===== src/rtl/uart_rxsm_if.sv =====
// Bundle of format, serial-line and receive-FIFO signals around the UART receive
// state machine. The master drives the format, the line and the FIFO-full flag.
// The slave (uart_rxsm) drives the FIFO write port and the state flags.
interface uart_rxsm_if;
  logic        CE_16x;
  logic        Len;
  logic        ParEn;
  logic [1:0]  Par;
  logic        RxD;
  logic        RF_FF;
  logic        RF_WE;
  logic [10:0] RF_WD;
  logic        OE;
  logic        RxIdle;
  logic        RxStart;
  logic        RxShift;
  logic        RxStop;

  modport master (
    output CE_16x, Len, ParEn, Par, RxD, RF_FF,
    input  RF_WE, RF_WD, OE, RxIdle, RxStart, RxShift, RxStop
  );

  modport slave (
    input  CE_16x, Len, ParEn, Par, RxD, RF_FF,
    output RF_WE, RF_WD, OE, RxIdle, RxStart, RxShift, RxStop
  );
endinterface


===== src/rtl/uart_rxsm.sv =====
// UART receive state machine and deserializer, 16x oversampled.
// It qualifies start bits and assembles 7/8-bit LSB-first words with optional parity.
// It checks parity and stop and detects break, then writes {BRK, FE, PE, Data} to the FIFO.
// Optional build macro UART_RXSM_MAJORITY_VOTE_EN: each bit becomes the 2-of-3 majority
// of the samples at Bit == 6, 7 and 8, and the decision is taken at Bit == 8.
module uart_rxsm #(
  parameter int unsigned pSyncLen = 2
) (
  input logic        Clk,
  input logic        Rst,
  uart_rxsm_if.slave bus
);

  typedef enum logic [3:0] {
    pIdle     = 4'd0,
    pStartBit = 4'd1,
    pShift0   = 4'd2,
    pShift1   = 4'd3,
    pShift2   = 4'd4,
    pShift3   = 4'd5,
    pShift4   = 4'd6,
    pShift5   = 4'd7,
    pShift6   = 4'd8,
    pShift7   = 4'd9,
    pParity   = 4'd10,
    pStopBit  = 4'd11,
    pBreak    = 4'd12
  } state_e;

  state_e              state_q, state_d;
  logic [pSyncLen-1:0] sync_q;
  logic                rxds;
  logic [3:0]          bit_q;
  logic [7:0]          data_q;
  logic                par_q;
  logic                pe_q;
  logic                rf_we_q;
  logic [10:0]         rf_wd_q;
  logic                oe_q;
  logic                smp;
  logic                sample;
  logic                brk;
  logic                pe_calc;
  logic [3:0]          shift_rel;

  assign rxds = sync_q[pSyncLen-1];

`ifdef UART_RXSM_MAJORITY_VOTE_EN
  logic s6_q, s7_q;

  // Hold the early and mid samples so the vote can be formed at Bit == 8
  always_ff @(posedge Clk or negedge Rst) begin
    if (!Rst) begin
      s6_q <= 1'b1;
      s7_q <= 1'b1;
    end else if (bus.CE_16x) begin
      if (bit_q == 4'd6) s6_q <= rxds;
      if (bit_q == 4'd7) s7_q <= rxds;
    end
  end

  assign smp    = bus.CE_16x && (bit_q == 4'd8);
  assign sample = (s6_q & s7_q) | (s6_q & rxds) | (s7_q & rxds);
`else
  assign smp    = bus.CE_16x && (bit_q == 4'd7);
  assign sample = rxds;
`endif

  // Break: low stop, all-zero data and a zero (or absent, hence cleared) parity bit
  assign brk       = ~sample & (data_q == 8'h00) & ~par_q;
  assign shift_rel = 4'(state_q) - 4'(pShift0);

  // Parity error from the bit being sampled now against the received data
  always_comb begin
    pe_calc = 1'b0;
    unique case (bus.Par)
      2'd0:    pe_calc = (sample != ~^data_q);
      2'd1:    pe_calc = (sample != ^data_q);
      2'd2:    pe_calc = sample;
      default: pe_calc = ~sample;
    endcase
  end

  // RxD synchronizer, idle-high out of reset
  always_ff @(posedge Clk or negedge Rst) begin
    if (!Rst) sync_q <= '1;
    else      sync_q <= {sync_q[pSyncLen-2:0], bus.RxD};
  end

  // State register
  always_ff @(posedge Clk or negedge Rst) begin
    if (!Rst) state_q <= pIdle;
    else      state_q <= state_d;
  end

  // Next-state logic; unused encodings fall back to pIdle
  always_comb begin
    state_d = state_q;
    case (state_q)
      pIdle:     if (bus.CE_16x && !rxds) state_d = pStartBit;
      pStartBit: if (smp) state_d = sample ? pIdle : pShift0;
      pShift0:   if (smp) state_d = pShift1;
      pShift1:   if (smp) state_d = pShift2;
      pShift2:   if (smp) state_d = pShift3;
      pShift3:   if (smp) state_d = pShift4;
      pShift4:   if (smp) state_d = pShift5;
      pShift5:   if (smp) state_d = pShift6;
      pShift6:   if (smp) state_d = bus.Len ? pParity : pShift7;
      pShift7:   if (smp) state_d = bus.ParEn ? pParity : pStopBit;
      pParity:   if (smp) state_d = pStopBit;
      // Leaving at mid-stop lets the next start edge resync half a bit early
      pStopBit:  if (smp) state_d = brk ? pBreak : pIdle;
      pBreak:    if (bus.CE_16x && rxds) state_d = pIdle;
      default:   state_d = pIdle;
    endcase
  end

  // State flags
  always_comb begin
    bus.RxIdle  = (state_q == pIdle);
    bus.RxStart = (state_q == pStartBit);
    bus.RxShift = (state_q inside {[pShift0:pShift7], pParity});
    bus.RxStop  = (state_q == pStopBit) || (state_q == pBreak);
    bus.RF_WE   = rf_we_q;
    bus.RF_WD   = rf_wd_q;
    bus.OE      = oe_q;
  end

  // Bit counter, deserializer, status capture and FIFO write decision
  always_ff @(posedge Clk or negedge Rst) begin
    if (!Rst) begin
      bit_q   <= 4'd0;
      data_q  <= 8'h00;
      par_q   <= 1'b0;
      pe_q    <= 1'b0;
      rf_we_q <= 1'b0;
      rf_wd_q <= 11'h000;
      oe_q    <= 1'b0;
    end else begin
      rf_we_q <= 1'b0;
      if (state_q == pIdle) bit_q <= 4'd0;
      else if (bus.CE_16x)  bit_q <= bit_q + 4'd1;
      if (smp) begin
        case (state_q)
          // Clearing here keeps Data[7] zero for 7-bit words and PE/parity zero without parity
          pStartBit: begin
            data_q <= 8'h00;
            par_q  <= 1'b0;
            pe_q   <= 1'b0;
          end
          pShift0, pShift1, pShift2, pShift3,
          pShift4, pShift5, pShift6, pShift7: data_q[shift_rel[2:0]] <= sample;
          pParity: begin
            par_q <= sample;
            pe_q  <= pe_calc;
          end
          pStopBit: begin
            if (!bus.RF_FF) begin
              rf_we_q <= 1'b1;
              rf_wd_q <= {brk, ~sample, pe_q, data_q};
              oe_q    <= 1'b0;
            end else begin
              oe_q <= 1'b1;
            end
          end
          default: ;
        endcase
      end
    end
  end

endmodule


===== src/flat_wrapper.sv =====
// flat-port wrapper written by rule: the top's interface ports become plain ports
module uart_rxsm_flat 
#(
  parameter int unsigned pSyncLen = 2
)
  (Clk, Rst, bus_CE_16x, bus_Len, bus_ParEn, bus_Par, bus_RxD, bus_RF_FF, bus_RF_WE, bus_RF_WD, bus_OE, bus_RxIdle, bus_RxStart, bus_RxShift, bus_RxStop);
  uart_rxsm_if bus_i ();
  input logic Clk;
  input logic Rst;
  input wire logic [$bits(bus_i.CE_16x)-1:0] bus_CE_16x;
  input wire logic [$bits(bus_i.Len)-1:0] bus_Len;
  input wire logic [$bits(bus_i.ParEn)-1:0] bus_ParEn;
  input wire logic [$bits(bus_i.Par)-1:0] bus_Par;
  input wire logic [$bits(bus_i.RxD)-1:0] bus_RxD;
  input wire logic [$bits(bus_i.RF_FF)-1:0] bus_RF_FF;
  output wire logic [$bits(bus_i.RF_WE)-1:0] bus_RF_WE;
  output wire logic [$bits(bus_i.RF_WD)-1:0] bus_RF_WD;
  output wire logic [$bits(bus_i.OE)-1:0] bus_OE;
  output wire logic [$bits(bus_i.RxIdle)-1:0] bus_RxIdle;
  output wire logic [$bits(bus_i.RxStart)-1:0] bus_RxStart;
  output wire logic [$bits(bus_i.RxShift)-1:0] bus_RxShift;
  output wire logic [$bits(bus_i.RxStop)-1:0] bus_RxStop;
  assign bus_i.CE_16x = bus_CE_16x;
  assign bus_i.Len = bus_Len;
  assign bus_i.ParEn = bus_ParEn;
  assign bus_i.Par = bus_Par;
  assign bus_i.RxD = bus_RxD;
  assign bus_i.RF_FF = bus_RF_FF;
  assign bus_RF_WE = bus_i.RF_WE;
  assign bus_RF_WD = bus_i.RF_WD;
  assign bus_OE = bus_i.OE;
  assign bus_RxIdle = bus_i.RxIdle;
  assign bus_RxStart = bus_i.RxStart;
  assign bus_RxShift = bus_i.RxShift;
  assign bus_RxStop = bus_i.RxStop;
  uart_rxsm #(.pSyncLen(pSyncLen)) u_core (.Clk(Clk), .Rst(Rst), .bus(bus_i));
endmodule

===== config.mk =====
export PLATFORM = sky130hd
export DESIGN_NAME = uart_rxsm_flat
export DESIGN_NICKNAME = d
export VERILOG_FILES = /design/src/rtl/uart_rxsm_if.sv /design/src/rtl/uart_rxsm.sv /design/src/flat_wrapper.sv
export SDC_FILE = /design/constraint.sdc
export NUM_CORES = 1
export LEC_CHECK = 0
export BUFFER_PORTS_ARGS = -buffer_cell sky130_fd_sc_hd__buf_2
export CAP_MARGIN = 20
export CORE_UTILIZATION = 60
export DETAILED_ROUTE_END_ITERATION = 6
export HOLD_SLACK_MARGIN = 0.05
export PLACE_DENSITY = 0.84
export SLEW_MARGIN = 10
export SYNTH_ARGS = -nofsm -noshare
export SYNTH_HDL_FRONTEND = slang
export SYNTH_SLANG_ARGS = --single-unit

===== constraint.sdc =====
create_clock -name Clk -period 5.8 [get_ports Clk]
set_clock_uncertainty 0.15 [all_clocks]
set_input_delay 0.29 -clock Clk [delete_from_list [all_inputs] [get_ports Clk]]
set_output_delay 0.29 -clock Clk [all_outputs]
set_load 0.02 [all_outputs]

==> reports/metrics.json <==
{
  "timing": {
    "worst_pin_slew_ps": 861,
    "setup_slack_ps": 3310,
    "timing_max_transition_violations_final": 0,
    "timing_hold_violations_final": 0,
    "setup_violations": 0,
    "final.min_clock_period_ps": 2490,
    "max-slew-margin-rel_pct": 42.3,
    "rsz0062_at_grt": "false",
    "min_period_over_period_pct": 42.9,
    "totalNegativeSetupSlack_ps": 0,
    "fmaxAchievable_mhz": 401,
    "fin_hold_ws_ps": 71.6
  },
  "final_layout": {
    "area.growth.synth_to_final_pct": 9.02,
    "final_net_count": 213,
    "area_taken_by_multi_input_logic_gates_sq_um": 883,
    "register_area_sq_um": 828,
    "antenna_cells_inserted": 0,
    "finalNonFillerCells": 231,
    "layout-drive-gt1-share_pct": 26.0,
    "cell_area_after_layout_sq_um": 2000,
    "fill_cell_count": 225
  },
  "clock_tree": {
    "clock_tree.htree_level_count": 2,
    "post_cts_setup_buffer_count": 0,
    "tritoncts": "done",
    "clock-root-buffer": "clkbuf_4",
    "clockBufferDepth": 2,
    "cts.sink_count": 33,
    "latest_clock_arrival_within_the_worst_skew_pair_ps": 350,
    "clkTransAtPathRegs_ps": 100,
    "cts-buffers-inserted": 5,
    "number_of_gates_resized_after_cts": 0
  },
  "critical_path": {
    "cp_top_family": "simple AND/OR/NAND/NOR gates",
    "critPathBufInv": 1,
    "cp_slowest_cell": "dfrtp_1",
    "cp_max_fo": 18,
    "critPathMaxStageDelay_ps": 590,
    "reg2reg_from": "u_core.state_q[2]$_DFFE_PN0P_",
    "cp_launch_point": "u_core.state_q[1]$_DFFE_PN0P_",
    "timing.setup.critical_path_class": "reg -> out",
    "cp-end-kind": "output port",
    "setup.reg_to_reg.worst_slack_ps": 3310,
    "cp_data_required_time_ps": 5360,
    "path_cells": "or2_2 -> nor3_1 -> buf_2",
    "start_kind": "flop",
    "timing.critical_path.arrival_ps": 2050
  },
  "job": {
    "max_cap_viol_count": 0
  },
  "placement": {
    "io_buffers": 25,
    "placed_cell_count": 221,
    "place.gp.congestion": 0.924,
    "place.detailed.hpwl_mm": 2.58,
    "pre_cts_ws_ps": 3270,
    "placedInstanceArea_sq_um": 1920
  },
  "yosys": {
    "async_flop_share_pct": 100,
    "synthesis.yosys.warnings": 0,
    "synthesized_area_fraction_occupied_by_ao_oa_aoi_and_oai_cells_pct": 13.9,
    "post_synth_instance_area_sq_um": 1830,
    "largest_family_of_logic_cells_by_synthesized_area": "simple AND/OR/NAND/NOR gates",
    "synthFlopType": "dfrtp_1",
    "post_synth_adder_cell_area_pct": 3.42,
    "edff_count_synth": 0,
    "synth_cell_type_count": 48,
    "synthesis.instances": 176,
    "simple_gate_share_of_the_synthesized_area_pct": 18.0,
    "ys_seq_elements": 33,
    "syn-mean-instance-area_sq_um": 10.4,
    "post_synth_xor_area_fraction_pct": 3.35,
    "syn_nets": 190,
    "synth_sequential_area_ratio_pct": 45.2,
    "synth_mux_area_share_pct": 9.50
  },
  "hold_path": {
    "hold_path_startpoint": "bus_RF_FF",
    "min-delay-path-class": "in -> reg"
  },
  "route": {
    "detail_route.first_pass.iterations": 6,
    "route.detailed.drc": 6,
    "antenna_violating_nets_left": 0,
    "avgRoutedWirePerCell_microns": 15.4,
    "via_count": 1428,
    "route.detailed.vias_per_inst": 6.18,
    "drt_first_iter_violations": 63,
    "drt_wl_total_mm": 3.57
  },
  "die": {
    "row_count": 19,
    "fp.dieArea_sq_um": 3280,
    "chipWidth_microns": 57.2,
    "top_level_ports": 26,
    "initial_utilization_pct": 64.7,
    "die_h_microns": 57.2,
    "design.core.area_sq_um": 2830
  },
  "power": {
    "p_leak_nw": 0.968,
    "power.density_nw_per_um2": 420,
    "worst_ir_drop_vdd_uv": 301
  },
  "grt": {
    "grt_antenna_before_repair": 0,
    "grtUsageTotal_pct": 25.5,
    "vias_in_the_first_global_route": 1370,
    "first_pass_grt_wire_length_mm": 6.34,
    "grt_max_degree": 34,
    "grt_overflow_total": 0
  },
  "status": {
    "outcome": "complete, but fails checks",
    "failing_checks": "design-rule violations"
  }
}
[synth_stat cells, types with 2 or more instances]
cell type  count  area share (%)
a211o_1        2            0.96
a211oi_1       5             2.1
a21oi_1        6             1.6
and2_1         3             1.0
and2b_1        2            0.82
and3_1         2            0.68
buf_2          5             1.4
buf_6          3             1.8
clkbuf_1       2            0.41
dfrtp_1       31              42
dfstp_2        2             2.9
ha_1           5             3.4
inv_1         12             2.5
mux2_1         4             2.5
mux2_2         8             4.9
nand2_1       13             2.7
nand2b_1       3             1.0
nand4_1        4             1.4
nor2_1         9             1.8
nor2b_1        2            0.68
nor3_1         4             1.1
nor4_1         3             1.0
o21ai_0        8             2.2
o22ai_1        7             2.4
or2_2          2            0.68
or3_1          2            0.68
xnor2_1        3             1.4
xor2_1         4             1.9
[placed cells by master (no fill, tap or decap), types with 3 or more instances in the layout]
master     n
nor3_1     4
nand2_1   13
nor2_1     9
a21oi_1    6
o21ai_0    8
mux2_1     4
nor4_1     3
a211oi_1   5
clkbuf_4   5
xnor2_1    3
mux2_2     8
xor2_1     4
and2_1     3
inv_1     12
buf_2     25
o22ai_1    7
nand2b_1   3
ha_1       5
nand4_1    4
dfrtp_1   31
[layout make-up]
cell class              instances  share of cell area, %
clock inverters                 3                  0.878
repair buffers                 27                   7.27
clock buffers                   5                   1.88
flip-flops and latches         33                   41.5
inverters                      12                   2.26
multi-input cells             120                   44.3
well taps                      31                   1.94
[kinds of logic (layout without fill, tap and decap cells)]
| group | after synthesis | after routing |
|---|---|---|
| DFF | 33 | 33 |
| and+or+nand+nor | 56 | 56 |
| xor gates and xnor gates | 7 | 7 |
| AOI/OAI and AO/OA | 37 | 37 |
| buffers and inverters | 23 | 47 |
| muxes | 15 | 15 |
| adders and majority gates | 5 | 5 |
[layer usage]
layer  vias to the layer above  GRT usage (%)  part of all wire [%]
li1                        672              -                     -
met1                       685           32.8                    43
met2                        58           39.5                    48
met3                        13           7.71                   6.0
met4                         0           12.2                   3.2
met5                         -              0                     0
[final timing paths]
kind                                              endpoint  cells after the start
min reg2reg                     u_core.sync_q[1]$_DFF_PN1_                      0
max reg2reg                u_core.bus.RF_WD[4]$_DFFE_PN0P_                      4
min                              u_core.bus.OE$_DFFE_PN0P_                      2
max                                             bus_RxIdle                      3
max in group asynchronous    u_core.state_q[2]$_DFFE_PN0P_                      2
min in group asynchronous  u_core.bus.RF_WD[6]$_DFFE_PN0P_                      2
[per-stage QoR]
| stage | utilization [%] | power, mW |
|---|---|---|
| after floorplan | - | 0.626 |
| after detailed placement | 67.9 | 0.711 |
| final | 70.5 | 0.838 |
| after global placement | 67.9 | 0.693 |
| after global routing | 70.5 | 0.902 |
| after CTS | 70.5 | 0.840 |
[where the power goes]
group	internal [mW]	switching, mW	leakage (nW)
combinational	0.152	0.197	0.534
sequential	0.294	0.0683	0.404
clock	0.0456	0.0808	0.0310
total	0.492	0.346	0.968
[registers in the layout, summed over array words and instances (netlist names)]
name,cells
u_core.bit_q,4
u_core.bus.OE,1
u_core.bus.RF_WD,11
u_core.bus.RF_WE,1
u_core.data_q,8
u_core.par_q,1
u_core.pe_q,1
u_core.state_q,4
u_core.sync_q,2
[timing repair]
| action | CTS | global route |
|---|---|---|
| endpoints found under the setup margin | 0 | 0 |
| hold endpoints to repair | 32 | 0 |
| hold buffers | 2 | 0 |
(Power assumes the default switching activity.)
